File: src/rtl/seq_frame_tx.sv
// rtl/seq_frame_tx.sv - serial frame transmitter: sync pattern, MSB-first payload, optional parity, idle gap
// Build option: define SEQ_FRAME_TX_PARITY_EN to append an even-parity bit after the payload.
module seq_frame_tx #(
    parameter int                DATA_W   = 8,
    parameter int                SYNC_W   = 4,
    parameter logic [SYNC_W-1:0] SYNC_PAT = 4'b1101,
    parameter int                GAP_CYC  = 2
) (
    input  logic              clk,
    input  logic              rst,
    input  logic [DATA_W-1:0] in_data,
    input  logic              in_valid,
    output logic              in_ready,
    output logic              dout,
    output logic              busy,
    output logic              frame_done
);

    localparam int CNT_W = $clog2(((SYNC_W > DATA_W) ? SYNC_W : DATA_W) + 1);
    localparam int GAP_W = $clog2(GAP_CYC + 1);

    localparam logic [CNT_W-1:0] SYNC_LAST = CNT_W'(SYNC_W);
    localparam logic [CNT_W-1:0] DATA_LAST = CNT_W'(DATA_W);
    localparam logic [GAP_W-1:0] GAP_LAST  = GAP_W'(GAP_CYC - 1);

`ifdef SEQ_FRAME_TX_PARITY_EN
    typedef enum logic [2:0] {
        ST_IDLE,
        ST_SYNC,
        ST_DATA,
        ST_PAR,
        ST_GAP
    } state_t;
`else
    typedef enum logic [2:0] {
        ST_IDLE,
        ST_SYNC,
        ST_DATA,
        ST_GAP
    } state_t;
`endif

    state_t            state;
    logic [SYNC_W-1:0] sync_sh;
    logic [DATA_W-1:0] data_sh;
    logic [CNT_W-1:0]  bit_cnt;
    logic [GAP_W-1:0]  gap_cnt;
`ifdef SEQ_FRAME_TX_PARITY_EN
    logic              par_bit;
`endif

    assign in_ready = (state == ST_IDLE);

    // State names the bit currently on dout; bit_cnt counts bits of that field already sent.
    always_ff @(posedge clk or negedge rst) begin
        if (!rst) begin
            state      <= ST_IDLE;
            sync_sh    <= '0;
            data_sh    <= '0;
            bit_cnt    <= '0;
            gap_cnt    <= '0;
            dout       <= 1'b0;
            busy       <= 1'b0;
            frame_done <= 1'b0;
`ifdef SEQ_FRAME_TX_PARITY_EN
            par_bit    <= 1'b0;
`endif
        end else begin
            frame_done <= 1'b0;
            case (state)
                ST_IDLE: begin
                    dout <= 1'b0;
                    if (in_valid) begin
                        // First sync bit leaves on the transfer edge itself.
                        state   <= ST_SYNC;
                        dout    <= SYNC_PAT[SYNC_W-1];
                        sync_sh <= SYNC_PAT << 1;
                        data_sh <= in_data;
                        bit_cnt <= CNT_W'(1);
                        busy    <= 1'b1;
`ifdef SEQ_FRAME_TX_PARITY_EN
                        par_bit <= ^in_data;
`endif
                    end
                end

                ST_SYNC: begin
                    if (bit_cnt == SYNC_LAST) begin
                        state   <= ST_DATA;
                        dout    <= data_sh[DATA_W-1];
                        data_sh <= data_sh << 1;
                        bit_cnt <= CNT_W'(1);
                    end else begin
                        dout    <= sync_sh[SYNC_W-1];
                        sync_sh <= sync_sh << 1;
                        bit_cnt <= bit_cnt + CNT_W'(1);
                    end
                end

                ST_DATA: begin
                    if (bit_cnt == DATA_LAST) begin
`ifdef SEQ_FRAME_TX_PARITY_EN
                        state <= ST_PAR;
                        dout  <= par_bit;
`else
                        dout       <= 1'b0;
                        frame_done <= 1'b1;
                        if (GAP_CYC > 1) begin
                            state   <= ST_GAP;
                            gap_cnt <= GAP_W'(1);
                        end else begin
                            state <= ST_IDLE;
                            busy  <= 1'b0;
                        end
`endif
                    end else begin
                        dout    <= data_sh[DATA_W-1];
                        data_sh <= data_sh << 1;
                        bit_cnt <= bit_cnt + CNT_W'(1);
                    end
                end

`ifdef SEQ_FRAME_TX_PARITY_EN
                ST_PAR: begin
                    dout       <= 1'b0;
                    frame_done <= 1'b1;
                    if (GAP_CYC > 1) begin
                        state   <= ST_GAP;
                        gap_cnt <= GAP_W'(1);
                    end else begin
                        state <= ST_IDLE;
                        busy  <= 1'b0;
                    end
                end
`endif

                // The IDLE cycle that follows supplies the last gap zero.
                ST_GAP: begin
                    dout <= 1'b0;
                    if (gap_cnt == GAP_LAST) begin
                        state <= ST_IDLE;
                        busy  <= 1'b0;
                    end else begin
                        gap_cnt <= gap_cnt + GAP_W'(1);
                    end
                end

                default: begin
                    state <= ST_IDLE;
                    dout  <= 1'b0;
                    busy  <= 1'b0;
                end
            endcase
        end
    end

endmodule
File: config.mk
export PLATFORM = sky130hd
export DESIGN_NAME = seq_frame_tx
export DESIGN_NICKNAME = d
export VERILOG_FILES = /design/src/rtl/seq_frame_tx.sv
export SDC_FILE = /design/constraint.sdc
export NUM_CORES = 1
export LEC_CHECK = 0
export ABC_CLOCK_PERIOD_IN_PS = 5000
export BUFFER_PORTS_ARGS = -buffer_cell sky130_fd_sc_hd__clkbuf_2
export CAP_MARGIN = 25
export CORE_AREA = 2 2 50 52
export CTS_BUF_LIST = sky130_fd_sc_hd__clkbuf_4 sky130_fd_sc_hd__clkbuf_8 sky130_fd_sc_hd__clkbuf_16
export DETAILED_ROUTE_END_ITERATION = 10
export DIE_AREA = 0 0 52 54
export PLACE_DENSITY = 0.8
export SLEW_MARGIN = 20
export SYNTH_ARGS = -nofsm -noshare
export SYNTH_HDL_FRONTEND = slang
export SYNTH_SLANG_ARGS = --single-unit
File: constraint.sdc
create_clock -name clk -period 5 [get_ports clk]
set_input_delay 0.75 -clock clk [delete_from_list [all_inputs] [get_ports clk]]
set_output_delay 0.75 -clock clk [all_outputs]
set_load 0.05 [all_outputs]
== Word-level counts from Yosys, hierarchy flattened ==
Index checks and enable logic that the tools add are counted.

* Register bits: 24
* Input port bits: 11
* Output and inout bits: 4
* Logic and storage cells: 63

* $add $sub $neg: 2
* Eq/ne operators: 13
* Muxes and demuxes: 28
* Bitwise gates (word level): 1
* Reduce and logical (&&, ||, !) cells: 11

{| class="wikitable"
|+ Operators with widths
! operator !! number
|-
| 8-bit 2-to-1 mux || 3
|-
| 8-bit case mux with 3 select lines || 1
|-
| 4-bit 2-to-1 mux || 5
|-
| 2-bit != test (second input constant) || 7
|-
| 3-bit 2-to-1 mux || 4
|-
| 3-bit case mux with 4 select lines || 1
|-
| 4-bit case mux with 3 select lines || 1
|-
| 3-bit AND reduction || 4
|-
| 4-bit case mux with 2 select lines || 1
|-
| 4-bit AND reduction || 2
|-
| 1-bit 2-to-1 mux || 7
|-
| 3-bit by 2-bit == test with 1-bit output (second input constant) || 2
|-
| 1-bit case mux with 3 select lines || 2
|-
| 4-bit by 1-bit adder with 4-bit output (second input constant) || 1
|-
| 4-bit by 3-bit == test with 1-bit output (second input constant) || 1
|-
| 4-bit == test (second input constant) || 1
|-
| 2-bit 2-to-1 mux || 2
|-
| 2-bit case mux with 2 select lines || 1
|-
| 2-bit nonzero test || 2
|-
| 3-bit by 1-bit == test with 1-bit output (second input constant) || 1
|-
| 3-bit zero test || 1
|-
| 3-bit nonzero test || 1
|-
| 2-bit by 1-bit adder with 2-bit output (second input constant) || 1
|-
| 2-bit by 1-bit == test with 1-bit output (second input constant) || 1
|-
| 2 further kinds || 2
|}

== Longest topological paths before layout ==
Gate-level depths: netlist of run 1.

* Word-level depth: 4
* Depth in mapped cells: 8
* Depth with buffers taken out: 6

== Least setup slack after synthesis of run 1 ==
OpenSTA, ideal clock, no wires.

* Path type: flip-flop to flip-flop
* Start: register state[0]
* End: register state[1]
* Library setup time: 0.125 ns
* Data arrival time: 1.958 ns
* Data required time: 4.875 ns
* Setup slack: 2.917 ns
* Cell stages (with the launch flop): 8
* Cells stage by stage: dfrtp_1 > inv_1 > ha_1 > nor2b_1 > buf_2 > nor2_1 > o211ai_1 > mux2_2

* Word-level cells in the longest chain between the ends: 3
* Elaborated cells between the ends (all ways): 10
* Classes of those cells: eq/ne (7); mux (1); reduce/logical (2)

{| class="wikitable"
|+ RTL lines
! element !! line !! source
|-
| start, declared || 43 || <nowiki>state_t state;</nowiki>
|-
| start signal, assigned || 57 || <nowiki>state <= ST_IDLE;</nowiki>
|-
| start signal, assigned || 75 || <nowiki>state <= ST_SYNC;</nowiki>
|-
| start signal, assigned || 89 || <nowiki>state <= ST_DATA;</nowiki>
|-
| 3-bit zero test * || - ||
|-
| via in_ready || 13 || <nowiki>output logic in_ready,</nowiki>
|-
| 2-bit != test (no line) || - ||
|-
| 4-bit AND reduction (no line) || - ||
|}

The timed path passes the listed nets; every way through them passes the cells marked *.
A chain may end at the register's enable or synchronous reset.

== Worst setup path after layout of run 1 ==
* Start: register state[0]
* End: output in_ready

* Word-level cells in the longest chain between the ends: 1

{| class="wikitable"
|+ RTL lines
! element !! line !! source
|-
| 3-bit zero test || 52 || <nowiki>assign in_ready = (state == ST_IDLE);</nowiki>
|-
| end, declared || 13 ||
|}

No other way between the ends.

==> results of run 1 <==
-- worst register-to-register path, stage by stage, from the launching register on --
cell and delay, ns:
dfrtp_1 0.43, inv_1 0.10, ha_1 0.33, and4b_4 0.29, a2111oi_4 0.79, nand3b_1 0.16
o21ai_1 0.12
-- final cells by class --
type / instances / share of cell area, %
multi-input cells: 95 / 48.1
flip-flops and latches: 22 / 38.2
repair buffers: 14 / 4.86
inverters: 10 / 2.60
well taps: 30 / 2.60
clock inverters: 1 / 2.08
clock buffers: 3 / 1.56
-- registers in the layout, indices dropped and copies added (netlist names) --
register and count:
bit_cnt 4, busy 1, data_sh 8, dout 1, frame_done 1, gap_cnt 2, state 2, sync_sh 3
-- through the flow --
stage	hold slack (ns)	area, µm²	total power (W)
final	0.394	1440	0.000980
after global routing	0.420	1440	0.00106
after CTS	0.408	1440	0.000987
after detailed placement	0.512	1390	0.000849
after global placement	0.500	1390	0.000823
after floorplan	0.454	1320	0.000761
-- cells by family (layout without fill, tap and decap cells) --
group	after synthesis	after routing
muxes	11	11
AOI/OAI and AO/OA	36	36
and+or+nand+nor	40	40
buffers and inverters	16	28
DFF	22	22
adders and majority gates	8	8
-- power groups by stage --
stage | sequential, W | clock, W | combinational (W)
floorplan | 0.000310 | 0 | 0.000451
global placement | 0.000298 | 0 | 0.000525
detailed placement | 0.000304 | 0 | 0.000546
CTS | 0.000300 | 0.000140 | 0.000547
global route | 0.000308 | 0.000148 | 0.000609
finish | 0.000300 | 0.000136 | 0.000545
-- routing by layer --
layer | track usage, % | part of all wire (%)
met3 | 2.78 | 3.2
met2 | 35.2 | 50
met5 | 0 | 0
met1 | 23.9 | 44
met4 | 10.1 | 2.4
-- worst max-delay path by stage --
stage | endpoint | slack, ns | cells after the start
6_report | in_ready | 2.69 | 3
5_1_grt | data_sh[7]$_DFFE_PN0P_ | 2.54 | 6
4_1_cts | in_ready | 2.68 | 3
3_5_place_dp | data_sh[0]$_DFFE_PN0P_ | 2.74 | 6
3_3_place_gp | data_sh[0]$_DFFE_PN0P_ | 2.86 | 6
2_1_floorplan | state[1]$_DFFE_PN0P_ | 2.92 | 7
-- cell usage after synthesis, types with 2 or more instances --
library cell / instances
dfrtp_1: 22
buf_2: 2
clkbuf_1: 2
mux2i_1: 9
nor2_1: 19
o21ai_1: 2
nor2b_1: 5
o21ai_0: 7
and3_1: 2
nand3_1: 2
a21oi_2: 2
nor3_1: 2
inv_1: 10
a31oi_1: 2
ha_1: 8
nand2_1: 2
mux2_2: 2
a22o_1: 4
a21oi_1: 10
==> results.rst, run 1 <==
.. list-table::
   :header-rows: 1

   * - Metric
     - Value
   * - Overall global routing resource usage
     - 20.0%
   * - Setup CP Type
     - reg -> out
   * - Max-slew violation count
     - 0
   * - Combinational power share
     - 55.6%
   * - Data arrival time of the worst path
     - 1.56 ns
   * - Largest delay contributor family on the critical path
     - buffers and inverters
   * - Initial antenna violation count
     - 0
   * - Average vias per placed instance
     - 5.75
   * - Mean post-synth cell area
     - 9.92 µm²
   * - Register share of total power
     - 30.6%
   * - GP Congestion
     - 0.858
   * - Proportion of synthesized chip area in sequential cells
     - 41.7%
   * - Final critical path time including I/O delays and setup
     - 2.31 ns
   * - Post-synthesis instance area
     - 1320 µm²
   * - Resized cells post-CTS
     - 0
   * - Number of port buffers
     - 14
   * - Post-route insts no fill
     - 175
   * - Clock skew after layout
     - 0.00211 ns
   * - Total length of routed wires
     - 2480 µm
   * - Level count of the clock H-tree
     - 1
   * - Setup-violating endpoint count in the final report
     - 0
   * - Unrepaired setup endpoints after global routing
     - no
   * - Max-capacitance violation count
     - 0
   * - Highest net fanout along the worst path
     - 9
   * - Critical Path End Type
     - output port
   * - Die span in x
     - 52 µm
   * - Headroom to the max-slew limit
     - 43.8%
   * - EDFF count, synth
     - 0
   * - CP Data Required Time
     - 4.25 ns
   * - Cell accounting for the most synthesized area
     - dfrtp_1
   * - Max stage delay cell, worst path
     - dfrtp_1
   * - Fillers
     - 202
   * - Row Count
     - 18
   * - Post-synthesis sequential element count
     - 22
   * - Number of top-level pins
     - 15
   * - Internal Power
     - 0.000554 W
   * - Post-Synthesis Net Count
     - 152
   * - Clock latency reported for the late side of the worst-skew pair
     - 0.31 ns
   * - Worst setup margin
     - 2.69 ns
   * - Drt initial violations
     - 13
   * - Final Net Count
     - 165
   * - Sum of negative setup slack
     - 0 ns
   * - Setup slack of the worst register-to-register path
     - 2.73 ns
   * - Detailed-routing iteration count for the pre-antenna-repair pass
     - 4
   * - Vias in the first global route
     - 975
   * - Part of the power in the clock network
     - 13.8%
   * - Hold Violations, Final
     - 0
   * - Instance count after placement with tap cells included
     - 171
   * - WL per Instance
     - 14.1 µm
   * - Clock root buffer
     - clkbuf_4
   * - Post-CTS setup buffer count
     - 0
   * - Async set-reset flop share out of synthesis
     - 100%
   * - CP peak stage delay
     - 0.44 ns
   * - Total area of multi-input combinational cells
     - 694 µm²
   * - Lkg Pwr
     - 0.691 nW
   * - Switching power
     - 0.000426 W
   * - Initial Utilization
     - 56.9%
   * - Beginning of the worst register-to-register path
     - state[0]$_DFFE_PN0P_
   * - Number of buffer and inverter instances along the worst setup path
     - 2
   * - Proportion of netlist area held by the largest area contributor
     - 41.7%
   * - Area share of and/or/nand/nor cells after synthesis
     - 17.5%
   * - TritonCTS Buffers
     - 3
   * - Total half-perimeter wirelength after legalization and detailed placement
     - 1830 µm
   * - Dominant register cell in the synthesized netlist
     - dfrtp_1
   * - Synthesized-area fraction occupied by adder cells
     - 7.59%
   * - Placement Setup Slack
     - 2.74 ns
   * - Worst-path cell chain
     - inv_1, ha_1, clkbuf_2
   * - Post-route clock period utilization
     - 46.1%
   * - VDD IR max
     - 0.366 mV
   * - Global route overflow
     - 0
   * - Wire length of the first global-routing pass
     - 4190 µm
   * - Floorplan Core Area
     - 2320 µm²
   * - Total Die Area
     - 2810 µm²
   * - Dominant combinational cell family by area after synthesis
     - compound AO/OA/AOI/OAI gates
   * - Post-synthesis xor/xnor area fraction
     - 0%
   * - Synth top area cells
     - dfrtp_1 42%, ha_1 7.6%, mux2i_1 6.8%
   * - Area added between synthesis and finish
     - 9.39%
   * - Status
     - finished, final reports clean
   * - Compound-Gate Fraction of Synth Area
     - 19.1%
   * - Antenna diode count
     - 0
   * - Maximum number of pins on one net before global-route repair
     - 23
   * - First element of the critical path
     - state[0]$_DFFE_PN0P_
   * - Most frequent cells in the layout
     - 22 x dfrtp_1, 19 x nor2_1, 14 x clkbuf_2, 10 x inv_1, 10 x a21oi_1
   * - Depth of the worst register-to-register path
     - 6
   * - Worst min-delay path category
     - in -> async
   * - Achievable clock frequency
     - 434 MHz
   * - Startpoint class of the critical path
     - register
   * - Overall die height
     - 54 µm
   * - Seq. cell area
     - 551 µm²
   * - Worst r2r dst
     - data_sh[0]$_DFFE_PN0P_
   * - Final ANT Viol Nets
     - 0
   * - CTS tree
     - yes
   * - Most common library cell in the layout ignoring fill and taps
     - dfrtp_1
   * - Power per cell area
     - 679 nW/µm²
   * - Clock Pin Slew Worst Setup and Hold Paths
     - 0.12 ns
   * - Worst Tran Pin Value
     - 0.843 ns
   * - Post-synth cell types
     - 38
   * - Multiplexer fraction of the synthesized cell area
     - 8.54%
   * - Switching share of total power
     - 43.5%
   * - Post-Syn Instances
     - 133
   * - Maximum clock insertion buffer count
     - 2
   * - Number of clock sinks
     - 22
   * - Warnings, synthesis
     - 0
   * - Post-route DRC violation count
     - 0
   * - Proportion of layout cells with a drive suffix above 1
     - 18.6%
   * - Cts-stage hold buffer count
     - 0
   * - Routed vias
     - 1006
   * - Fraction of the core area covered by cells at the end of the flow
     - 62.2%
Note: power is estimated with default switching activity, not from simulation.
==> inputs of run 2 (changes only) <==
==> config.mk (replaced) <==
export PLATFORM = sky130hd
export DESIGN_NAME = seq_frame_tx
export DESIGN_NICKNAME = d
export VERILOG_FILES = /design/src/rtl/seq_frame_tx.sv
export SDC_FILE = /design/constraint.sdc
export NUM_CORES = 1
export LEC_CHECK = 0
export ABC_CLOCK_PERIOD_IN_PS = 1900
export BUFFER_PORTS_ARGS = -buffer_cell sky130_fd_sc_hd__clkbuf_2
export CAP_MARGIN = 25
export CORE_AREA = 2 2 54 56
export CTS_BUF_LIST = sky130_fd_sc_hd__clkbuf_4 sky130_fd_sc_hd__clkbuf_8 sky130_fd_sc_hd__clkbuf_16
export DETAILED_ROUTE_END_ITERATION = 10
export DIE_AREA = 0 0 56 58
export PLACE_DENSITY = 0.72
export SLEW_MARGIN = 20
export SYNTH_ARGS = -nofsm -noshare
export SYNTH_HDL_FRONTEND = slang
export SYNTH_SLANG_ARGS = --single-unit
==> constraint.sdc (replaced) <==
create_clock -name clk -period 1.9 [get_ports clk]
set_input_delay 0.285 -clock clk [delete_from_list [all_inputs] [get_ports clk]]
set_output_delay 0.285 -clock clk [all_outputs]
set_load 0.05 [all_outputs]
==> run 2 against run 1 <==
Effect of this change: count of clock-buffer cells in the layout grew 1; register-to-register slack lost 2.7 ns; via count grew 10%; clock power grew 96%; sequential power grew to 2.6 times the previous value; cell count grew 10%; clock skew grew 0.0012 ns; sequential share of layout area shrank 4.2 points; utilization shrank 1.3 points; worst hold slack lost 0.20 ns; wire length grew 15%; critical endpoint is now bit_cnt[3]$_DFFE_PN0P_; largest cell class unchanged; highest routed layer unchanged.
==> results.rst, run 2 (synthesized netlist as in run 1, its figures left out) <==
.. list-table::
   :header-rows: 1

   * - Metric
     - Value
   * - TritonCTS Buffers
     - 3 (unchanged)
   * - First element of the critical path
     - state[0]$_DFFE_PN0P_
   * - Overall die height
     - 58 µm (+7.4%)
   * - Global route overflow
     - 0 (unchanged)
   * - Max-capacitance violation count
     - 0 (unchanged)
   * - Die span in x
     - 56 µm (+7.7%)
   * - Final ANT Viol Nets
     - 0 (unchanged)
   * - Number of port buffers
     - 14 (unchanged)
   * - Most common library cell in the layout ignoring fill and taps
     - dfrtp_1
   * - Largest register by flop count
     - data_sh
   * - Setup slack of the worst register-to-register path
     - 0.04 ns (-2.69 ns)
   * - Number of top-level pins
     - 15 (unchanged)
   * - Level count of the clock H-tree
     - 1 (unchanged)
   * - Area of placed instances
     - 1490 µm² (+7.1%)
   * - Drt initial violations
     - 14 (+1)
   * - VDD IR max
     - 1.09 mV (+200%)
   * - Setup CP Type
     - reg -> reg
   * - Clock latency reported for the late side of the worst-skew pair
     - 0.31 ns (about the same)
   * - Maximum clock insertion buffer count
     - 2 (unchanged)
   * - Met1 demand-to-capacity share in global routing
     - 23.6% (-0.26 points)
   * - Summed area of non-filler cells in the final layout
     - 1620 µm² (+12%)
   * - CTS tree
     - yes
   * - Power per cell area
     - 1830 nW/µm² (+170%)
   * - Final critical path time including I/O delays and setup
     - 1.86 ns
   * - Status
     - finished, final reports clean
   * - Hold Violations, Final
     - 0 (unchanged)
   * - Hold path depth
     - 3
   * - Setup-violating endpoint count in the final report
     - 0 (unchanged)
   * - Fraction of the core area covered by cells at the end of the flow
     - 60.9% (-1.3 points)
   * - Max-slew violation count
     - 0 (unchanged)
   * - Initial antenna violation count
     - 0 (unchanged)
   * - Total half-perimeter wirelength after legalization and detailed placement
     - 2000 µm (+9.5%)
   * - Overall global routing resource usage
     - 18.0% (-2.0 points)
   * - Highest net fanout along the worst path
     - 9 (unchanged)
   * - Headroom to the max-slew limit
     - 61.7% (+18 points)
   * - Area added between synthesis and finish
     - 22.9%
   * - Final Net Count
     - 182 (+10%)
   * - WL per Instance
     - 14.7 µm (+4.2%)
   * - Depth of the worst register-to-register path
     - 7 (+1)
   * - Startpoint class of the critical path
     - register
   * - Achievable clock frequency
     - 538 MHz
   * - Lkg Pwr
     - 0.780 nW (+13%)
   * - Detailed-routing iteration count for the pre-antenna-repair pass
     - 6 (+2)
   * - Critical Path End Type
     - register
   * - Met2 routing resource usage after global routing
     - 31.4% (-3.8 points)
   * - Most frequent cells in the layout
     - 22 x dfrtp_1, 19 x nor2_1, 14 x clkbuf_2, 14 x buf_4, 10 x a21oi_1
   * - Data arrival time of the worst path
     - 2.06 ns (+0.50 ns)
   * - Row Count
     - 19 (+1)
   * - Clock root buffer
     - clkbuf_4
   * - Number of clock sinks
     - 22 (unchanged)
   * - Maximum number of pins on one net before global-route repair
     - 23 (unchanged)
   * - Wire length of the first global-routing pass
     - 4650 µm (+11%)
   * - Worst r2r dst
     - bit_cnt[3]$_DFFE_PN0P_
   * - Average vias per placed instance
     - 5.76 (+0.14%)
   * - Hold wc startpoint
     - in_data[0]
   * - Beginning of the worst register-to-register path
     - state[0]$_DFFE_PN0P_
   * - Top Registers
     - data_sh: 8 flops, bit_cnt: 4 flops, sync_sh: 3 flops
   * - Max FFs per register
     - 8 (unchanged)
   * - Total length of routed wires
     - 2840 µm (+15%)
   * - Post-route DRC violation count
     - 0 (unchanged)
   * - Vias in the first global route
     - 1066 (+9.3%)
   * - Total Die Area
     - 3250 µm² (+16%)
   * - Clock skew after layout
     - 0.00328 ns (+0.00117 ns)
   * - Post-route clock period utilization
     - 97.8%
   * - Proportion of layout cells with a drive suffix above 1
     - 29.6% (+11 points)
   * - CP Data Required Time
     - 2.10 ns (-2.15 ns)
   * - Antenna diode count
     - 0 (unchanged)
   * - Initial Utilization
     - 49.5% (-7.3 points)
   * - Clock Pin Slew Worst Setup and Hold Paths
     - 0.13 ns (about the same)
   * - Floorplan Core Area
     - 2660 µm² (+15%)
   * - Grt peak-use layer
     - met2
   * - Routed vias
     - 1111 (+10%)
   * - Worst min-delay path category
     - in -> reg
   * - GP Congestion
     - 0.818 (-4.7%)
   * - Worst Tran Pin Value
     - 0.574 ns (-0.269 ns)
   * - Global-route track usage on met3
     - 2.01% (-0.77 points)
   * - Capture point of the critical path
     - bit_cnt[3]$_DFFE_PN0P_
   * - Post-Route Hold Slack
     - 0.193 ns (-0.201 ns)
## run 2: area by class of cell
cell class / instances / area, µm²
sequential: 22 / 551
inverter: 10 / 37.5
multi-input combinational: 95 / 727
clock buffer: 4 / 36.3
timing repair buffer: 31 / 230
fill: 246 / 1040
tap: 31 / 38.8
## run 2: routing by layer
layer | wire length, µm | vias to the layer above | share of wire (%)
li1 | - | 532 | -
met1 | 1280 | 551 | 45
met2 | 1450 | 24 | 51
met3 | 66 | 4 | 2.3
met4 | 38 | 0 | 1.3
met5 | 0 | - | 0
## run 2: how the worst min path moves through the flow
stage               slack [ns]                      to
finish                    0.19  data_sh[0]$_DFFE_PN0P_
global placement          0.30  bit_cnt[2]$_DFFE_PN0P_
CTS                       0.19  data_sh[0]$_DFFE_PN0P_
detailed placement        0.31  bit_cnt[3]$_DFFE_PN0P_
floorplan                -0.01  bit_cnt[0]$_DFFE_PN0P_
global route              0.23  data_sh[0]$_DFFE_PN0P_
## run 2: what timing repair did
item	in CTS	in global routing
hold endpoints to repair	22	0
gates resized for setup	0	7
hold buffers	1	0
buffers inserted	0	4
endpoints found under the setup margin	0	13
## run 2: where the power goes
group	total, W	internal (W)	leakage [nW]	switching (W)
Clock	0.000266	0.000117	0.0210	0.000149
Combinational	0.00193	0.000945	0.495	0.000986
Sequential	0.000772	0.000654	0.265	0.000118
## run 2: per-stage QoR
stage	power, W	TNS, ns	std cells	setup slack [ns]
after CTS	0.00273	0	188	0.00682
after global placement	0.00239	0	183	0.113
final	0.00297	0	193	0.0409
after global routing	0.00321	-0.00449	193	-0.00380
after floorplan	0.00201	0	133	0.0133
after detailed placement	0.00245	0	183	0.0358
## run 2: critical path, stage by stage, from the launching register on
cell	delay, ns
dfrtp_1	0.40
inv_1	0.10
ha_1	0.24
buf_4	0.18
o21ai_0	0.45
nor2_1	0.10
a21oi_1	0.18
o2bb2ai_1	0.10
